## src/rtl/signed_bcd_display_pkg.sv

```systemverilog
// Shared types and constants for the signed BCD display converter.
package signed_bcd_display_pkg;

    typedef enum logic [1:0] {IDLE, SHIFT, DONE} state_t;

    // Active-high {g,f,e,d,c,b,a} patterns; SEG7[n] renders digit n.
    localparam logic [6:0]       SEG_BLANK = 7'h00;
    localparam logic [9:0][6:0]  SEG7 = {7'h6F, 7'h7F, 7'h07, 7'h7D, 7'h6D,
                                         7'h66, 7'h4F, 7'h5B, 7'h06, 7'h3F};

endpackage

```

## src/rtl/bcd_to_seg7.sv

```systemverilog
// One BCD digit to a 7-segment pattern, with blanking and polarity select.
module bcd_to_seg7
    import signed_bcd_display_pkg::*;
(
    input  logic [3:0] digit,
    input  logic       blank,
    input  logic       active_low,
    output logic [6:0] seg
);

    logic [6:0] pat;

    // Look up the digit; non-decimal nibbles render blank.
    always_comb begin
        pat = SEG_BLANK;
        if (!blank && digit <= 4'd9)
            pat = SEG7[digit];
        seg = active_low ? ~pat : pat;
    end

endmodule

```

## src/rtl/signed_bcd_display.sv

```systemverilog
// Signed binary to multi-digit 7-segment converter using a sequential
// double-dabble engine (one shift per clock).
module signed_bcd_display
    import signed_bcd_display_pkg::*;
#(
    parameter int WIDTH          = 8,
    parameter int DIGITS         = 3,
    parameter bit SEG_ACTIVE_LOW = 1'b0,
    parameter bit BLANK_LZ       = 1'b1
) (
    input  logic             clk,
    input  logic             rst,
    input  logic             start,
    input  logic [WIDTH-1:0] data,
    output logic             busy,
    output logic             done,
    output logic             sign,
    output logic [3:0]       bcd [DIGITS-1:0],
    output logic [6:0]       seg [DIGITS-1:0]
);

    localparam int SW = DIGITS * 4;
    localparam int CW = $clog2(WIDTH + 1);

    // The digit count must cover the largest magnitude, 2**(WIDTH-1).
    if (WIDTH < 2 || (64'd10 ** DIGITS) <= (64'd1 << (WIDTH - 1))) begin : g_param_check
        $fatal(1, "signed_bcd_display: DIGITS too small for WIDTH");
    end

    state_t           state;
    logic [SW-1:0]    scratch, adj, scratch_nx;
    logic [WIDTH-1:0] mag, mag_nx;
    logic [CW-1:0]    cnt;
    logic             sign_int;
    logic             shown;     // a result exists since reset; blanks all until then
    logic [DIGITS-1:0] blank;

    // Add-3 correction on every scratch nibble that would overflow when doubled.
    always_comb begin
        adj = scratch;
        for (int k = 0; k < DIGITS; k++)
            if (scratch[k*4 +: 4] >= 4'd5)
                adj[k*4 +: 4] = scratch[k*4 +: 4] + 4'd3;
    end

    assign {scratch_nx, mag_nx} = {adj, mag} << 1;

    // Control FSM and result registers; the final shift loads bcd directly
    // so the new digits appear in the same cycle as done.
    always_ff @(posedge clk) begin
        if (!rst) begin
            state    <= IDLE;
            busy     <= 1'b0;
            done     <= 1'b0;
            sign     <= 1'b0;
            sign_int <= 1'b0;
            shown    <= 1'b0;
            scratch  <= '0;
            mag      <= '0;
            cnt      <= '0;
            for (int i = 0; i < DIGITS; i++)
                bcd[i] <= 4'd0;
        end else begin
            done <= 1'b0;
            case (state)
                IDLE: begin
                    if (start) begin
                        mag      <= data[WIDTH-1] ? -data : data;
                        sign_int <= data[WIDTH-1];
                        scratch  <= '0;
                        cnt      <= CW'(WIDTH);
                        busy     <= 1'b1;
                        state    <= SHIFT;
                    end
                end
                SHIFT: begin
                    scratch <= scratch_nx;
                    mag     <= mag_nx;
                    cnt     <= cnt - CW'(1);
                    if (cnt == CW'(1)) begin
                        for (int i = 0; i < DIGITS; i++)
                            bcd[i] <= scratch_nx[(DIGITS-1-i)*4 +: 4];
                        sign  <= sign_int;
                        done  <= 1'b1;
                        shown <= 1'b1;
                        state <= DONE;
                    end
                end
                DONE: begin
                    busy  <= 1'b0;
                    state <= IDLE;
                end
                default: state <= IDLE;
            endcase
        end
    end

    // Leading-zero blanking: digit i blanks when digits 0..i are all zero,
    // except the least significant digit so that zero shows a single "0".
    always_comb begin
        logic run;
        run   = 1'b1;
        blank = '0;
        for (int i = 0; i < DIGITS; i++) begin
            run      = run & (bcd[i] == 4'd0);
            blank[i] = !shown || (BLANK_LZ && run && (i < DIGITS - 1));
        end
    end

    for (genvar i = 0; i < DIGITS; i++) begin : g_dig
        bcd_to_seg7 u_seg (
            .digit      (bcd[i]),
            .blank      (blank[i]),
            .active_low (SEG_ACTIVE_LOW),
            .seg        (seg[i])
        );
    end

endmodule

```

## config.mk

```make
export PLATFORM = sky130hd
export DESIGN_NAME = signed_bcd_display
export DESIGN_NICKNAME = d
export VERILOG_FILES = /design/src/rtl/signed_bcd_display_pkg.sv /design/src/rtl/bcd_to_seg7.sv /design/src/rtl/signed_bcd_display.sv
export SDC_FILE = /design/constraint.sdc
export NUM_CORES = 1
export LEC_CHECK = 0
export ABC_CLOCK_PERIOD_IN_PS = 1700
export BUFFER_PORTS_ARGS = -buffer_cell sky130_fd_sc_hd__buf_2
export CORE_MARGIN = 2
export CORE_UTILIZATION = 30
export DETAILED_ROUTE_END_ITERATION = 6
export GPL_ROUTABILITY_DRIVEN = 0
export PLACE_DENSITY = 0.47
export SKIP_CTS_REPAIR_TIMING = 1
export SLEW_MARGIN = 10
export SYNTH_ARGS = -nofsm -noshare
export SYNTH_HDL_FRONTEND = slang
export SYNTH_HIERARCHICAL = 1
export SYNTH_SLANG_ARGS = --single-unit
export TNS_END_PERCENT = 30
```

## constraint.sdc

```tcl
create_clock -name clk -period 1.7 [get_ports clk]
set_clock_uncertainty 0.1 [all_clocks]
set_input_delay 0.085 -clock clk [delete_from_list [all_inputs] [get_ports clk]]
set_output_delay 0.085 -clock clk [all_outputs]
set_load 0.02 [all_outputs]
```

Word-level counts from Yosys, hierarchy flattened
Memory sizes are Yosys's and may differ from the RTL's. A register that Yosys moved wholly into a read port is not among the register bits.
Index checks and enable logic that the tools add are counted.

cells by class
  $add $sub $neg = 5
  $lt $le $gt $ge = 9
  equality and inequality tests = 5
  muxes and demuxes = 28
  bitwise operators = 1
  reduce and logical (&&, ||, !) cells = 19

operators with widths
  cell                   count
  $mux W7                6
  $mux W4                9
  $pmux W12 S2           1
  $mux W8                2
  $pmux W8 S2            1
  $lt A4 B5 Y1 const B   3
  $ge A4 B3 Y1 const B   3
  $le A4 B4 Y1 const B   3
  $mux W12               1
  $reduce_and A2 Y1      6
  $add A4 B2 Y4 const B  2
  $logic_not A4 Y1       2
  $neg A8 Y8             1
  $pmux W4 S2            1
  $eq A4 B1 Y1 const B   1
  $mux W2                2
  $ne A2 B2 Y1 const B   2
  $pmux W2 S2            1
  $reduce_bool A2 Y1     2
  $sub A4 B1 Y4 const B  1
  $add A3 B2 Y3 const B  1
  $logic_and A1 B1 Y1    3
  $logic_not A1 Y1       3
  $mux W3                1
  other kinds (7)        9

storage, ports and cells
  register bits = 43
  bits in read-only memories = 336
  input bits = 11
  output and inout port bits = 36
  word-level logic and storage cells = 82
  memories kept = 3

memory list
  name              depth  width  rd ports  clocked after memory_dff  wr ports  RTL line           text
  (name not given)  16     7      1         1                         0         bcd_to_seg7.sv:17  pat = SEG7[digit];
  (name not given)  16     7      1         1                         0         bcd_to_seg7.sv:17
  (name not given)  16     7      1         1                         0         bcd_to_seg7.sv:17

Depth between registers and ports, before layout
Gate-level depths: netlist (run 1).

  depth after elaboration = 6
  depth in mapped cells = 7
  gate-level depth less buffers = 6

Hierarchy
The synthesis (run 1) kept the hierarchy.

modules (own cells, without submodules)
  module              times used  cells an instance  area each (um^2)  sequential area each (um^2)
  signed_bcd_display  1           232                2048.2            860.8
  bcd_to_seg7         3           38                 292.8             0.0

Worst setup path before layout (run 1)
OpenSTA, ideal clock, no wires.

  path type = register -> output
  from = register bcd[0] (netlist bit)
  to = output port seg[11] (netlist bit)
  arrival time = 1658 ps
  required time = 1515 ps
  path slack = -143 ps
  cell stages (with the launch flop) = 6
  buffers on the path = 0
  cells stage by stage = dfxtp_1 o41ai_1 o21a_1 a21oi_4 o311ai_1 xnor2_1

RTL lines
  what                               RTL line                  text
  from (decl)                        signed_bcd_display.sv:18  output logic [3:0] bcd [DIGITS-1:0],
  from (signal, indexed assignment)  signed_bcd_display.sv:82  bcd[i] <= scratch_nx[(DIGITS-1-i)*4 +: 4];
  to (decl)                          signed_bcd_display.sv:19  output logic [6:0] seg [DIGITS-1:0]

==> results.sh, run 1 <==
export IMPL_critical_path_class="flop to output pin"
export IMPL_area_growth_pct=33.9
export IMPL_setup_ws_ns=-0.219
export IMPL_drt_initial_drc_count=81
export IMPL_synth_ff_type="dfxtp_1"
export IMPL_met3_length_um=231
export IMPL_vias=2581
export IMPL_critical_path_required_ns=1.51
export IMPL_globalRouteOverflowTotal=0
export IMPL_cellPowerDensity_mw_per_mm2=546
export IMPL_num_io_pins=47
export IMPL_finalInstanceArea_mm2=0.00392
export IMPL_grt_pass1_wl_mm=10.9
export IMPL_row_count=36
export IMPL_die_w_um=103
export IMPL_clk_latency_ns=0.30
export IMPL_hp_class="input pin to flop"
export IMPL_crit_arrival_ns=1.73
export IMPL_violations="negative hold slack, negative setup slack"
export IMPL_syn_area_mm2=0.00293
export IMPL_min_period_over_period_pct=113
export IMPL_cts_tree="yes"
export IMPL_placed_area_mm2=0.00348
export IMPL_highest_signal_layer="met4"
export IMPL_grt_antenna_before_repair=0
export IMPL_crit_fanout=7
export IMPL_die_area_mm2=0.0106
export IMPL_cp_slowest_cell="dfxtp_4"
export IMPL_detail_route_first_pass_iterations=4
export IMPL_dp_final_hpwl_mm=4.82
export IMPL_setup_viol=21
export IMPL_timing_hold_violations_final=2
export IMPL_grt_pass1_vias=2374
export IMPL_hold_slack_ns=-0.0199
export IMPL_synth_avg_cell_area_um2=8.46
export IMPL_synth_edf_count=0
export IMPL_synthCells=346
export IMPL_clkSinkCount=43
export IMPL_cts_root_buffer="clkbuf_8"
export IMPL_portBuffers=46
export IMPL_start_util_pct=30.4
export IMPL_rsz0062_at_grt="true"
export IMPL_track_usage_pct=12.7
export IMPL_drc=0
export IMPL_crit_chain="o41ai_4, o21a_1, a21oi_4, buf_12, o31ai_2, xnor2_2, buf_2"
export IMPL_final_nets=454
export IMPL_clk_pin_slew_ns=0.09
export IMPL_irDropWorstVdd_mv=0.370
export IMPL_grt_max_degree=30
export IMPL_ys_seq_elements=43
export IMPL_drive_gt1_share_pct=39.1
export IMPL_yosysUniqueCellTypes=49
export IMPL_drtAntennaViolNets=0
export IMPL_avgRoutedWirePerCell_um=12.2
export IMPL_antenna_cells=0
export IMPL_h_tree_depth=2
export IMPL_fmax_mhz=521
export IMPL_p_leak_nw=1.53
export IMPL_ys_seq_area_share_pct=29.4
export IMPL_max_stage_delay_ns=0.38
export IMPL_status="finished, violations left"
export IMPL_die_h_um=103
export IMPL_met2_length_mm=3.28
export IMPL_end_kind="output pin"
export IMPL_wl_met1_mm=3.15
export IMPL_coreArea_mm2=0.00964
export IMPL_slew_violations=0
export IMPL_cts_buffers=5
export IMPL_cp_start_kind="flop"
export IMPL_wl_mm=6.70
export IMPL_vias_per_cell=4.69
export IMPL_cts_buffer_depth=2
export IMPL_ys_warn_count=6
export IMPL_synthArstFlopShare_pct=0
export IMPL_min_period_ns=1.92
export IMPL_cap_violations=0
sequential cells by signal (all words and copies together) (netlist names):
name and cells:
cnt 4, shown 1, sign 1, bcd 12, mag 8, state 2, scratch 12, done 1
busy 1, sign_int 1
per-layer routing:
layer / global-route usage [%] / vias up
met1: 16.4 / 1201
met5: 0 / -
met2: 22.2 / 41
li1: - / 1335
met3: 2.37 / 4
met4: 2.43 / 0
critical path, delay by kind of cell (launching register included):
| family | cells | cell delay, ns |
|---|---|---|
| xor+xnor | 1 | 0.08 |
| buf+inv | 2 | 0.30 |
| compound gates | 4 | 0.70 |
| flops | 1 | 0.38 |
cell families after synthesis:
group           Yosys count  share of synthesized area, %
compound gates          101                          24.0
simple gates             95                          17.4
buf+inv                  46                          7.27
flops                    43                          29.4
fa+ha+maj                27                          11.5
xor+xnor                 27                          8.08
mux                       6                          2.18
other cells               1                         0.128
synth_stat cells (all sizes together) (3+ instances only):
master / count / area (um2)
dfxtp: 43 / 861
o21ai: 31 / 155
a21oi: 28 / 174
ha: 27 / 338
xnor2: 26 / 228
nand2: 25 / 101
inv: 24 / 90.1
nor2: 24 / 111
buf: 17 / 104
nand3: 10 / 50.1
nor2b: 10 / 62.6
nor3b: 7 / 57.6
o21bai: 7 / 86.3
o22ai: 7 / 43.8
a211oi: 6 / 60.1
a22oi: 6 / 45.0
clkbuf: 5 / 18.8
nand2b: 5 / 31.3
nor3: 4 / 20.0
o31ai: 4 / 30.0
a222oi: 3 / 30.0
mux2: 3 / 33.8
mux2i: 3 / 30.0
o311ai: 3 / 26.3
where the power goes:
group / internal [mW] / switching [mW]
logic: 0.177 / 0.244
clock network: 0.286 / 0.364
registers: 1.04 / 0.0283
total: 1.50 / 0.637
cells in the final DEF, fill, tap and decap left out, types with 4 or more instances in the layout:
master	n
buf_4	48
dfxtp_1	31
buf_2	31
nand2_1	24
a21oi_1	22
xnor2_1	21
nor2_1	21
ha_1	19
inv_1	17
o21ai_0	15
nand3_1	10
o21ai_1	9
dfxtp_2	9
o22ai_1	7
o21ai_2	7
nor2b_1	6
nor3b_1	6
a22oi_1	6
nand2b_1	5
clkbuf_8	5
xnor2_2	5
ha_4	5
nor3_1	4
layout make-up:
type	instances	area (um2)
clock inverters	3	20.0
inverters	24	103
fillers	1033	5720
repair buffers	83	578
clock buffers	5	68.8
flip-flops and latches	43	883
multi-input cells	259	2100
well taps	133	166
through the flow:
| stage | total power [mW] | TNS, ns | util (%) | cells | setup WS, ns |
|---|---|---|---|---|---|
| floorplan | 1.37 | -0.561 | - | 348 | -0.0599 |
| global placement | 1.49 | 0 | 36.1 | 534 | 0.0159 |
| detailed placement | 1.50 | -0.0840 | 36.1 | 534 | -0.0410 |
| CTS | 2.15 | -6.09 | 37.1 | 542 | -0.365 |
| global route | 2.26 | -5.55 | 40.7 | 550 | -0.321 |
| finish | 2.14 | -3.29 | 40.7 | 550 | -0.219 |
final timing paths:
path | from | slack, ns | cells after the start | to
worst max-delay path | bcd[1] | -0.22 | 7 | seg[12]
worst min-delay path | data[5] | -0.02 | 3 | mag[5]
worst min register to register | scratch[9] | 0.38 | 2 | scratch[9]
worst max register to register | cnt[1] | 0.07 | 6 | sign
(Power assumes the default switching activity.)
==> run 2: changes to the inputs <==
HOLD_SLACK_MARGIN = 0.1   (was not set)
==> results.sh, run 2 (synthesis gave the netlist of run 1 again) <==
export IMPL_fillers=1027
export IMPL_end_kind="output pin"
export IMPL_die_area_mm2=0.0106
export IMPL_h_tree_depth=2
export IMPL_grt_antenna_before_repair=0
export IMPL_slew_violations=0
export IMPL_clk_latency_ns=0.30
export IMPL_row_count=36
export IMPL_met2_length_mm=3.32
export IMPL_setup_ws_ns=-0.220
export IMPL_pwr_share_seq_pct=49.6
export IMPL_cts_buffers=5
export IMPL_num_io_pins=47
export IMPL_met3_length_um=243
export IMPL_drt_initial_drc_count=80
export IMPL_portBuffers=46
export IMPL_place_ws_ns=-0.0410
export IMPL_min_period_over_period_pct=113
export IMPL_setup_viol=21
export IMPL_wl_mm=6.69
export IMPL_grt_pass1_vias=2374
export IMPL_vias=2628
export IMPL_highest_signal_layer="met4"
export IMPL_fmax_mhz=521
export IMPL_final_cells=557
export IMPL_coreArea_mm2=0.00964
export IMPL_track_usage_pct=12.7
export IMPL_avgRoutedWirePerCell_um=12.0
export IMPL_cap_violations=0
export IMPL_dp_final_hpwl_mm=4.82
export IMPL_crit_fanout=7
export IMPL_critical_path_required_ns=1.51
export IMPL_switching_share_pct=29.7
export IMPL_die_w_um=103
export IMPL_timing_hold_violations_final=0
export IMPL_area_growth_pct=36.3
export IMPL_setup_tns_ns=-3.30
export IMPL_placed_cells=534
export IMPL_wl_met1_mm=3.11
export IMPL_critical_path_class="flop to output pin"
export IMPL_finalInstanceArea_mm2=0.00399
export IMPL_p_leak_nw=1.56
export IMPL_cp_start_kind="flop"
export IMPL_detail_route_first_pass_iterations=5
export IMPL_cts_buffer_depth=2
export IMPL_drc=0
export IMPL_drive_gt1_share_pct=38.4
export IMPL_rsz0062_at_grt="true"
export IMPL_cts_root_buffer="clkbuf_8"
export IMPL_switchingPower_mw=0.638
export IMPL_clkSinkCount=43
export IMPL_total_power_mw=2.15
export IMPL_globalRouteOverflowTotal=0
export IMPL_antenna_cells=0
export IMPL_final_cell_mix="buf_4, dfxtp_1, buf_2"
export IMPL_hold_slack_ns=0.0975
export IMPL_p_int_mw=1.51
export IMPL_die_h_um=103
export IMPL_grt_pass1_wl_mm=10.9
export IMPL_vias_per_cell=4.72
export IMPL_placed_area_mm2=0.00348
export IMPL_clkPwrFrac_pct=30.3
export IMPL_start_util_pct=30.4
export IMPL_top_regs="bcd (12), scratch (12), mag (8)"
export IMPL_violations="negative setup slack"
export IMPL_fin_util_pct=41.4
export IMPL_status="finished, violations left"
export IMPL_final_common_cell="buf_4"
export IMPL_cts_tree="yes"
export IMPL_final_nets=461
export IMPL_drtAntennaViolNets=0
export IMPL_min_period_ns=1.92
export IMPL_hp_class="input pin to flop"
export IMPL_irDropWorstVdd_mv=0.369
export IMPL_crit_arrival_ns=1.73
export IMPL_cellPowerDensity_mw_per_mm2=539
export IMPL_grt_max_degree=30
export IMPL_clk_pin_slew_ns=0.09
export IMPL_pwr_share_comb_pct=20.1
## run 2: changes by cell type in the layout (fill, tap and decap cells not counted)
cell           before  now
dlygate4sd3_1       0    7
## run 2: power groups by stage
stage / Combinational [mW] / Clock (mW) / Sequential, mW
global route: 0.482 / 0.717 / 1.07
detailed placement: 0.405 / 0 / 1.09
floorplan: 0.274 / 0 / 1.09
CTS: 0.405 / 0.673 / 1.07
finish: 0.432 / 0.650 / 1.07
global placement: 0.402 / 0 / 1.09
## run 2: final timing paths
| kind | start | to | slack, ns | depth (start not counted) |
|---|---|---|---|---|
| hold / removal | data[3] | mag[3] | 0.1 | 4 |
| setup / recovery | bcd[1] | seg[12] | -0.22 | 7 |
| hold reg to reg | scratch[9] | scratch[9] | 0.38 | 2 |
| setup reg to reg | cnt[1] | sign | 0.07 | 6 |
## run 2: per-layer routing
metal	up-vias	track usage, %
li1	1348	-
met1	1231	16.4
met2	47	22.2
met3	2	2.37
met4	0	2.43
met5	-	0
## run 2: worst max-delay path, cell delays in order, from the launching register on
cell     delay [ns]
dfxtp_4        0.38
o41ai_4        0.35
o21a_1         0.22
a21oi_4        0.05
buf_12         0.14
o31ai_2        0.08
xnor2_2        0.08
buf_2          0.16
## run 2: layout make-up
cell class	count	area (um2)	share of cell area, %
multi-input combinational	259	2100	52.6
sequential	43	883	22.1
timing repair buffer	90	648	16.2
clock inverter	3	20.0	0.502
inverter	24	103	2.57
tap	133	166	4.17
clock buffer	5	68.8	1.73
